**config.mk**
```make
export PLATFORM = sky130hd
export DESIGN_NAME = io_uart_scheduler
export DESIGN_NICKNAME = d
export VERILOG_FILES = /design/src/rtl/io_uart_sched_pkg.sv /design/src/rtl/sync_fifo.sv /design/src/rtl/io_uart_scheduler.sv
export SDC_FILE = /design/constraint.sdc
export NUM_CORES = 1
export LEC_CHECK = 0
export ABC_AREA = 1
export CAP_MARGIN = 5
export CELL_PAD_IN_SITES_DETAIL_PLACEMENT = 1
export CELL_PAD_IN_SITES_GLOBAL_PLACEMENT = 2
export CORE_ASPECT_RATIO = 0.8
export CORE_UTILIZATION = 27
export DETAILED_ROUTE_END_ITERATION = 10
export PLACE_DENSITY = 0.91
export SYNTH_ARGS = -nofsm -noshare
export SYNTH_HDL_FRONTEND = slang
export SYNTH_SLANG_ARGS = --single-unit
```
**constraint.sdc**
```tcl
create_clock -name i_clk -period 5.35 [get_ports i_clk]
set_input_delay 0.535 -clock i_clk [delete_from_list [all_inputs] [get_ports i_clk]]
set_output_delay 0.535 -clock i_clk [all_outputs]
set_load 0.03 [all_outputs]
```
**src/rtl/io_uart_sched_pkg.sv**
```systemverilog
// Shared definitions for the IO-mapped UART transmit scheduler:
// status word bit positions and the emitter FSM state type.
package io_uart_sched_pkg;

    localparam int STAT_BUSY = 8;
    localparam int STAT_FULL = 9;
    localparam int STAT_OVF  = 10;

    typedef enum logic {
        ST_IDLE = 1'b0,
        ST_SEND = 1'b1
    } state_t;

endpackage

```
**src/rtl/sync_fifo.sv**
```systemverilog
// Single-clock FIFO with synchronous active-low reset; pushes to a full FIFO
// and pops from an empty FIFO are ignored.
module sync_fifo #(
    parameter int WIDTH = 8,
    parameter int DEPTH = 4
) (
    input  logic                     clk,
    input  logic                     rst_n,
    input  logic                     push,
    input  logic                     pop,
    input  logic [WIDTH-1:0]         wdata,
    output logic [WIDTH-1:0]         rdata,
    output logic                     full,
    output logic                     empty,
    output logic [$clog2(DEPTH):0]   count
);

    localparam int AW = $clog2(DEPTH);

    logic [WIDTH-1:0] mem [DEPTH];
    logic [AW-1:0]    wr_ptr;
    logic [AW-1:0]    rd_ptr;
    logic             do_push;
    logic             do_pop;

    // Full is judged on the pre-edge count, so a concurrent pop never rescues a push.
    assign full    = (count == (AW+1)'(DEPTH));
    assign empty   = (count == '0);
    assign do_push = push & ~full;
    assign do_pop  = pop & ~empty;
    assign rdata   = mem[rd_ptr];

    // NOTE: storage carries no reset; the pointers and count alone define which
    // entries are live, so the array can map onto plain RAM cells.
    always_ff @(posedge clk) begin
        if (do_push) mem[wr_ptr] <= wdata;
    end

    // NOTE: non-blocking assignments keep every register reading pre-edge values,
    // independent of statement order inside or across always_ff blocks.
    always_ff @(posedge clk) begin
        if (!rst_n) begin
            wr_ptr <= '0;
            rd_ptr <= '0;
            count  <= '0;
        end else begin
            if (do_push) wr_ptr <= wr_ptr + AW'(1);
            if (do_pop)  rd_ptr <= rd_ptr + AW'(1);
            case ({do_push, do_pop})
                2'b10:   count <= count + (AW+1)'(1);
                2'b01:   count <= count - (AW+1)'(1);
                default: count <= count;
            endcase
        end
    end

endmodule

```
**src/rtl/io_uart_scheduler.sv**
```systemverilog
// IO-mapped UART transmit scheduler: byte FIFO feeding a valid/ready emitter.
// Define IO_UART_SCHED_OVF_EN to build the sticky overflow flag (status bit 10).
module io_uart_scheduler
    import io_uart_sched_pkg::*;
#(
    parameter int DEPTH    = 4,
    parameter int DAT_BIT  = 1,
    parameter int CNTL_BIT = 2
) (
    input  logic        i_clk,
    input  logic        i_nrst,
    input  logic [11:0] i_io_wordaddr,
    input  logic        i_io_wr,
    input  logic [31:0] i_io_wdata,
    output logic [31:0] o_io_rdata,
    output logic [7:0]  o_tx_data,
    output logic        o_tx_valid,
    input  logic        i_tx_ready
);

    localparam int CW = $clog2(DEPTH) + 1;

    state_t          state;
    logic            wr_dat;
    logic            fifo_pop;
    logic            fifo_full;
    logic            fifo_empty;
    logic [7:0]      fifo_head;
    logic [CW-1:0]   fifo_count;
    logic            ovf;
    logic            unused_bits;

    assign wr_dat = i_io_wr & i_io_wordaddr[DAT_BIT];

    // Pop whenever the output register is free or is being handed off this edge.
    assign fifo_pop = ~fifo_empty & ((state == ST_IDLE) | i_tx_ready);

    sync_fifo #(
        .WIDTH (8),
        .DEPTH (DEPTH)
    ) u_fifo (
        .clk   (i_clk),
        .rst_n (i_nrst),
        .push  (wr_dat),
        .pop   (fifo_pop),
        .wdata (i_io_wdata[7:0]),
        .rdata (fifo_head),
        .full  (fifo_full),
        .empty (fifo_empty),
        .count (fifo_count)
    );

    always_ff @(posedge i_clk) begin
        if (!i_nrst) begin
            state      <= ST_IDLE;
            o_tx_valid <= 1'b0;
            o_tx_data  <= 8'h00;
        end else begin
            case (state)
                ST_IDLE: begin
                    if (!fifo_empty) begin
                        o_tx_data  <= fifo_head;
                        o_tx_valid <= 1'b1;
                        state      <= ST_SEND;
                    end
                end
                ST_SEND: begin
                    if (i_tx_ready) begin
                        if (!fifo_empty) begin
                            o_tx_data <= fifo_head;
                        end else begin
                            o_tx_valid <= 1'b0;
                            state      <= ST_IDLE;
                        end
                    end
                end
                default: begin
                    state      <= ST_IDLE;
                    o_tx_valid <= 1'b0;
                end
            endcase
        end
    end

`ifdef IO_UART_SCHED_OVF_EN
    logic wr_cntl;
    assign wr_cntl = i_io_wr & i_io_wordaddr[CNTL_BIT];

    // A drop in the same cycle as a clear leaves the flag set.
    always_ff @(posedge i_clk) begin
        if (!i_nrst) begin
            ovf <= 1'b0;
        end else if (wr_dat && fifo_full) begin
            ovf <= 1'b1;
        end else if (wr_cntl && i_io_wdata[STAT_OVF]) begin
            ovf <= 1'b0;
        end
    end
`else
    assign ovf = 1'b0;
`endif

    // NOTE: the default assignment first guarantees every bit is driven on
    // every path, so no latch is inferred for the read mux.
    always_comb begin
        o_io_rdata = '0;
        if (i_io_wordaddr[CNTL_BIT]) begin
            o_io_rdata[CW-1:0]  = fifo_count;
            o_io_rdata[STAT_BUSY] = ~fifo_empty | (state == ST_SEND);
            o_io_rdata[STAT_FULL] = fifo_full;
            o_io_rdata[STAT_OVF]  = ovf;
        end
    end

    // Address and data bits outside the decoded fields are intentionally ignored.
    assign unused_bits = &{1'b0, i_io_wordaddr, i_io_wdata};

endmodule

```
==> results of run 1 <==
-- flip-flops by register name, indices dropped and copies added, names as in the netlist, named ones only --
signal,flops
u_fifo.wr_ptr,2
u_fifo.count,3
u_fifo.rd_ptr,2
o_tx_data,8
u_fifo.mem,32
state,1
o_tx_valid,1
-- metal layers --
| metal | vias to the layer above | track usage (%) |
|---|---|---|
| met5 | - | 0 |
| met2 | 32 | 19.6 |
| met3 | 4 | 2.50 |
| li1 | 880 | - |
| met1 | 811 | 12.6 |
| met4 | 0 | 3.59 |
-- through the flow --
step	hold WS [ns]	util, %	cells	setup slack, ns	instance area [µm²]
after floorplan	0.472	-	322	3.52	2630
after global placement	0.451	30.7	431	2.81	2790
after detailed placement	0.461	30.7	431	2.79	2790
after CTS	0.474	32.3	439	2.88	2930
after global routing	0.505	32.3	439	2.82	2930
final	0.467	32.3	439	2.90	2930
-- layout by cell type (no fill, tap or decap), drive strengths merged --
cell type and count:
ha 6, a21oi 6, clkbuf 7, edfxtp 32, dfxtp 19, clkdlybuf4s50 27
clkinv 1, o21ai 3, nand2 80, nand3 20, conb 27, inv 67
nor2 28, fa 1
-- power by group --
group	internal (mW)	leakage (nW)	switching [mW]
Sequential	0.489	0.448	0.0635
Clock	0.173	0.0679	0.133
Combinational	0.212	0.868	0.389
-- final cells by class --
type	instances	area [µm²]
Multi-Input combinational cell	171	783
Inverter	67	251
Tap cell	115	144
Fill cell	1101	6150
Clock buffer	7	133
Sequential cell	51	1340
Clock inverter	1	5.00
Timing Repair Buffer	27	270
-- worst min path at each step --
stage | endpoint | cells past startpoint
3_5_place_dp | o_tx_valid$_SDFFE_PN0P_ | 2
6_report | o_tx_valid$_SDFFE_PN0P_ | 2
4_1_cts | o_tx_valid$_SDFFE_PN0P_ | 2
5_1_grt | o_tx_valid$_SDFFE_PN0P_ | 2
3_3_place_gp | o_tx_valid$_SDFFE_PN0P_ | 2
2_1_floorplan | u_fifo.wr_ptr[1]$_SDFFE_PN0P_ | 2
-- kinds of logic (layout without fill, tap and decap cells) --
kind of cell	after synthesis	after routing
and+or+nand+nor	128	128
buffers and inverters	100	102
DFF	51	51
AOI/OAI and AO/OA	9	9
adders and majority gates	7	7
other	1	27
-- worst max-delay path: stages --
cell and delay, ns:
clkdlybuf4s50_1 0.53, inv_1 0.07, nor2_1 0.10, clkdlybuf4s50_1 0.68
==> results by group, run 1 <==
Clock tree
  • Clock Sinks: 51
  • Clock root cell: clkbuf_16
  • Clock-pin slew on the worst setup and hold paths: 0.07 ns
  • Clk_lat worst skew: 0.29 ns
  • Post CTS Setup Buffer Count: 0
  • Max clock buf depth: 2
  • Post-cts resize count: 0
  • Num CTS Buffers: 5
  • CTS tree: done
  • Hold Buf Count CTS: 0
  • H-tree level count: 2

Yosys
  • Xor and xnor area share after synthesis: 0%
  • Mapped Area: 2530 µm²
  • Synth cell types: 19
  • Synth Register Bits: 51
  • Top FF cell, synth: edfxtp_1
  • Ys async rst share: 0%
  • Synth top cells by count: nand2_1, inv_1, edfxtp_1
  • Yosys top cell by area: edfxtp_1
  • Synth Area in Simple Gates: 21.2%
  • Register area share after synthesis: 52.9%
  • Cells after synthesis: 296
  • Yosys top cell area share: 37.9%
  • EDFF count, synth: 32
  • Adder-Cell Fraction of Synth Area: 3.75%
  • Compound-cell area share of the yosys netlist: 1.92%
  • Multiplexer share of the synthesized area: 0%
  • Most frequent cell after synthesis: nand2_1
  • Synth Warn #: 0
  • Mean post-synth cell area: 8.56 µm²
  • Top cells by area, synth: edfxtp_1, dfxtp_1, nand2_1, inv_1, buf_4
  • Largest family of logic cells by synthesized area: simple AND/OR/NAND/NOR gates

Timing
  • Slew margin rel.: 41.2%
  • Slew @ Worst Pin: 0.878 ns
  • Final Hold Viols: 0
  • Part of the cycle the worst path needs: 45.7%
  • Max Slew Vio Count: 0
  • Min Tclk post-route: 2.45 ns
  • Setup_tns: 0 ns
  • Final setup violation count: 0
  • RSZ-0062 raised after global routing: false
  • Fmax: 409 MHz
  • Worst Skew: 0.00831 ns

Floorplan
  • Io pins: 89
  • Starting Density: 27.9%
  • Row count: 31
  • Core box area: 9080 µm²
  • DIE WIDTH: 110 µm
  • Die Ht: 88.7 µm
  • Die ar.: 9780 µm²

Worst setup path
  • Reg2reg start: u_fifo.count[1]$_SDFFE_PN0P_
  • Worst-path maximum fanout: 4
  • Worst setup path endpoint: o_io_rdata[9]
  • Crit path launch type: input pin
  • Reg2Reg Setup Slack: 3.42 ns
  • Arr. time, crit path: 1.91 ns
  • CP Capture Type: primary output
  • CP Class: input pin to primary output
  • R2R depth: 12
  • Reg2Reg Capture Point: u_fifo.count[2]$_SDFFE_PN0P_
  • Setup crit start: i_io_wordaddr[2]
  • WP data required: 4.82 ns

Outcome
  • Status: finished, final reports clean

Min path
  • HP Class: flip-flop to flip-flop
  • Hold_sp: o_tx_valid$_SDFFE_PN0P_

Drt
  • DR WL met3: 211 µm
  • Routed via count: 1,727
  • DRT met1 WL: 2180 µm
  • ANT nets after route: 0
  • DR WL/cell: 11.1 µm
  • WL final: 4890 µm
  • Detailed router's first-iteration violation count: 56
  • Vias per inst: 3.93
  • Number of remaining DRC errors: 0
  • Metal2 WL: 2460 µm
  • Max layer used: met4
  • Drt pass-1 iters: 4

Layout
  • Nets: 378
  • Syn-to-layout area delta: 15.5%
  • Diode count: 0
  • Layout cell share with drive strength beyond 1: 4.01%

Placement
  • Detailed placer's ending HPWL: 3560 µm
  • Port Buf Inserts: 27
  • GP Congestion: 0.744

Global routing
  • Antenna violations before repair: 0
  • Largest net degree at the start of global routing: 20
  • First-pass GRT wire length: 7850 µm
  • Congestion Overflow GR: 0
  • Global router's overall resource usage: 10.8%
  • Vias in the first global route: 1,719

Power
  • Pleak: 1.38 nW
  • Pwr Total: 1.46 mW
  • PD cells: 498 nW/µm²
  • Peak VDD IR: 0.173 mV

Job
  • Max Cap Viol: 0
No activity file was read; power rests on OpenSTA's default activity.
==> run 2: changes to the inputs <==
Settings changed: CORE_UTILIZATION 27 to 23, PLACE_DENSITY 0.91 to 0.83.
Clock period 5.35 ns to 2.1 ns, I/O delays scaled along.
==> run 2 against run 1 <==
- die area increased by 17%
- setup slack got worse by 2.8 ns
- non-clock buffer count increased by 9
- combinational power increased to 2.7 times the previous value
- utilization decreased by 3.3 points
- hold slack improved by 0.0055 ns
- global-route usage decreased by 1.2 points
- power increased to 2.6 times the previous value
- sequential share of layout area decreased by 1.7 points
- via count increased by 2.8%
- clock power increased to 2.6 times the previous value
- clock skew decreased by 0.0011 ns
- critical path type is now flip-flop to primary output
- critical endpoint unchanged
- largest power group unchanged
- highest routed layer unchanged
==> results by group, run 2 (synthesis gave the netlist of run 1 again) <==
Min path
  • HP Class: flip-flop to flip-flop
  • Hold_sp: o_tx_valid$_SDFFE_PN0P_

Clock tree
  • Max clock buf depth: 2
  • Clock Sinks: 51
  • Hold Buf Count CTS: 0
  • CTS tree: done
  • Clk_lat worst skew: 0.29 ns
  • H-tree level count: 2
  • Post CTS Setup Buffer Count: 0
  • Num CTS Buffers: 5
  • Clock-pin slew on the worst setup and hold paths: 0.07 ns
  • Clock root cell: clkbuf_16

Timing
  • Setup_tns: 0 ns
  • Part of the cycle the worst path needs: 92.8%
  • Final Hold Viols: 0
  • Fmax: 513 MHz
  • Worst hold slack: 0.473 ns
  • Final setup violation count: 0
  • Min Tclk post-route: 1.95 ns
  • Max Slew Vio Count: 0
  • RSZ-0062 raised after global routing: false
  • Worst Skew: 0.00723 ns

Worst setup path
  • Slowest cell on crit path: clkdlybuf4s50_1
  • R2R depth: 12
  • Arr. time, crit path: 1.74 ns
  • Worst setup path endpoint: o_io_rdata[9]
  • Worst path top cell family by delay: buffers and inverters
  • Worst-path maximum fanout: 4
  • Reg2Reg Capture Point: u_fifo.count[2]$_SDFFE_PN0P_
  • WP data required: 1.89 ns
  • Crit-path cells: nor2_2, nand2_2, nor2_1, clkdlybuf4s50_1
  • Reg2reg start: u_fifo.count[1]$_SDFFE_PN0P_
  • Crit path launch type: flip-flop
  • Reg2Reg Setup Slack: 0.24 ns
  • Maximum single-stage delay on the critical path: 0.68 ns
  • WP depth: 4
  • CP Class: flip-flop to primary output
  • Setup crit start: u_fifo.count[1]$_SDFFE_PN0P_
  • Critical path buffers and inverters: 1
  • CP Capture Type: primary output

Global routing
  • Antenna violations before repair: 0
  • Met3 Use GR: 2.25%
  • Met2 usage: 17.7%
  • Global router's overall resource usage: 9.63%
  • Congestion Overflow GR: 0
  • Vias in the first global route: 1,841
  • Largest net degree at the start of global routing: 19
  • First-pass GRT wire length: 8500 µm
  • Most used routing layer in global routing: met2
  • Met1 Use GR: 11.4%

Drt
  • Drt pass-1 iters: 4
  • ANT nets after route: 0
  • Number of remaining DRC errors: 0
  • Routed via count: 1,776
  • DR WL/cell: 10.7 µm
  • Detailed router's first-iteration violation count: 51
  • WL final: 5060 µm
  • Vias per inst: 3.75

Power
  • Pwr Total: 3.81 mW
  • Pleak: 1.44 nW
  • Peak VDD IR: 0.551 mV
  • PD cells: 1250 nW/µm²

Layout
  • Most frequent cells in the layout: nand2_1, inv_1, edfxtp_1, nor2_1, conb_1
  • Register with the most flip-flops: u_fifo.mem
  • Syn-to-layout area delta: 19.9%
  • Multi-input gate area: 786 µm²
  • Register area: 1340 µm²
  • Commonest non-fill, non-tap cell in the layout: nand2_1
  • Largest regs: u_fifo.mem: 32 flops, o_tx_data: 8 flops, u_fifo.count: 3 flops
  • Diode count: 0
  • Fillcell total: 1,289
  • Max FFs per register: 32
  • Nets: 387
  • Layout cell share with drive strength beyond 1: 7.51%

Floorplan
  • Die Ht: 95.9 µm
  • Io pins: 89
  • Row count: 33
  • Starting Density: 24.2%
  • Core box area: 10,500 µm²
  • Die ar.: 11,400 µm²
  • DIE WIDTH: 119 µm

Outcome
  • Status: finished, final reports clean

Placement
  • Detailed placer's ending HPWL: 3690 µm
  • GP Congestion: 0.710
  • Port Buf Inserts: 27

Job
  • Max Cap Viol: 0
-- run 2: cell count changes in the layout (fill, tap and decap cells not counted) --
cell	change
nand2_2	+1
nand2_1	-1
clkinvlp_4	+2
clkinv_2	-1
buf_4	+9
clkbuf_1	-2
clkinvlp_2	+1
dlymetal6s2s_1	+1
clkdlybuf4s50_1	-1
-- run 2: repair_timing --
action                                 CTS  global route
setup endpoints to repair                0             2
endpoints found under the hold margin    0             0
resized for setup                        0             2
-- run 2: area by class of cell --
type | count | area share [%]
Clock buffer | 5 | 4.12
Clock inverter | 3 | 0.659
Inverter | 67 | 8.28
Multi-Input combinational cell | 171 | 25.9
Sequential cell | 51 | 44.1
Tap cell | 140 | 5.76
Timing Repair Buffer | 36 | 11.2
-- run 2: through the flow --
stage	cell area (µm²)	utilization (%)	setup WS, ns	std cells
floorplan	2630	-	0.398	322
global placement	2890	27.5	0.0708	465
detailed placement	2890	27.5	0.0332	465
CTS	3030	28.9	0.0185	473
global route	3040	29.0	0.0193	473
finish	3040	29.0	0.150	473
-- run 2: how the worst min path moves through the flow --
stage	end	slack [ns]	depth (start not counted)
2_1_floorplan	u_fifo.mem[0][0]$_DFFE_PP_	0.31	0
3_3_place_gp	o_tx_valid$_SDFFE_PN0P_	0.45	2
3_5_place_dp	o_tx_valid$_SDFFE_PN0P_	0.46	2
4_1_cts	o_tx_valid$_SDFFE_PN0P_	0.48	2
5_1_grt	o_tx_valid$_SDFFE_PN0P_	0.50	2
6_report	o_tx_valid$_SDFFE_PN0P_	0.47	2
-- run 2: worst reg2reg max path: stages, from the launching register on --
cell and delay (ns):
dfxtp_1 0.35, nor2_2 0.20, nand2_2 0.13, nand2_4 0.12, ha_1 0.17, inv_1 0.07, fa_1 0.38, inv_1 0.06
nand2_1 0.04, nand3_1 0.09, nand2_1 0.06, nand2_1 0.05, nor2_1 0.05
-- run 2: power by group --
group	switching [mW]	total [mW]	internal [mW]
Combinational	1.06	1.65	0.591
Sequential	0.119	1.36	1.24
Clock	0.356	0.795	0.438
-- run 2: metal layers --
| layer | vias up | part of all wire [%] |
|---|---|---|
| li1 | 898 | - |
| met1 | 836 | 47 |
| met2 | 35 | 48 |
| met3 | 7 | 3.3 |
| met4 | 0 | 1.2 |
| met5 | - | 0 |
==> run 3: changes to the inputs <==
Settings changed: SLEW_MARGIN set to 20.
==> results of run 3 <==
Same layout as run 2: the final DEF is identical, and so are final timing and power.
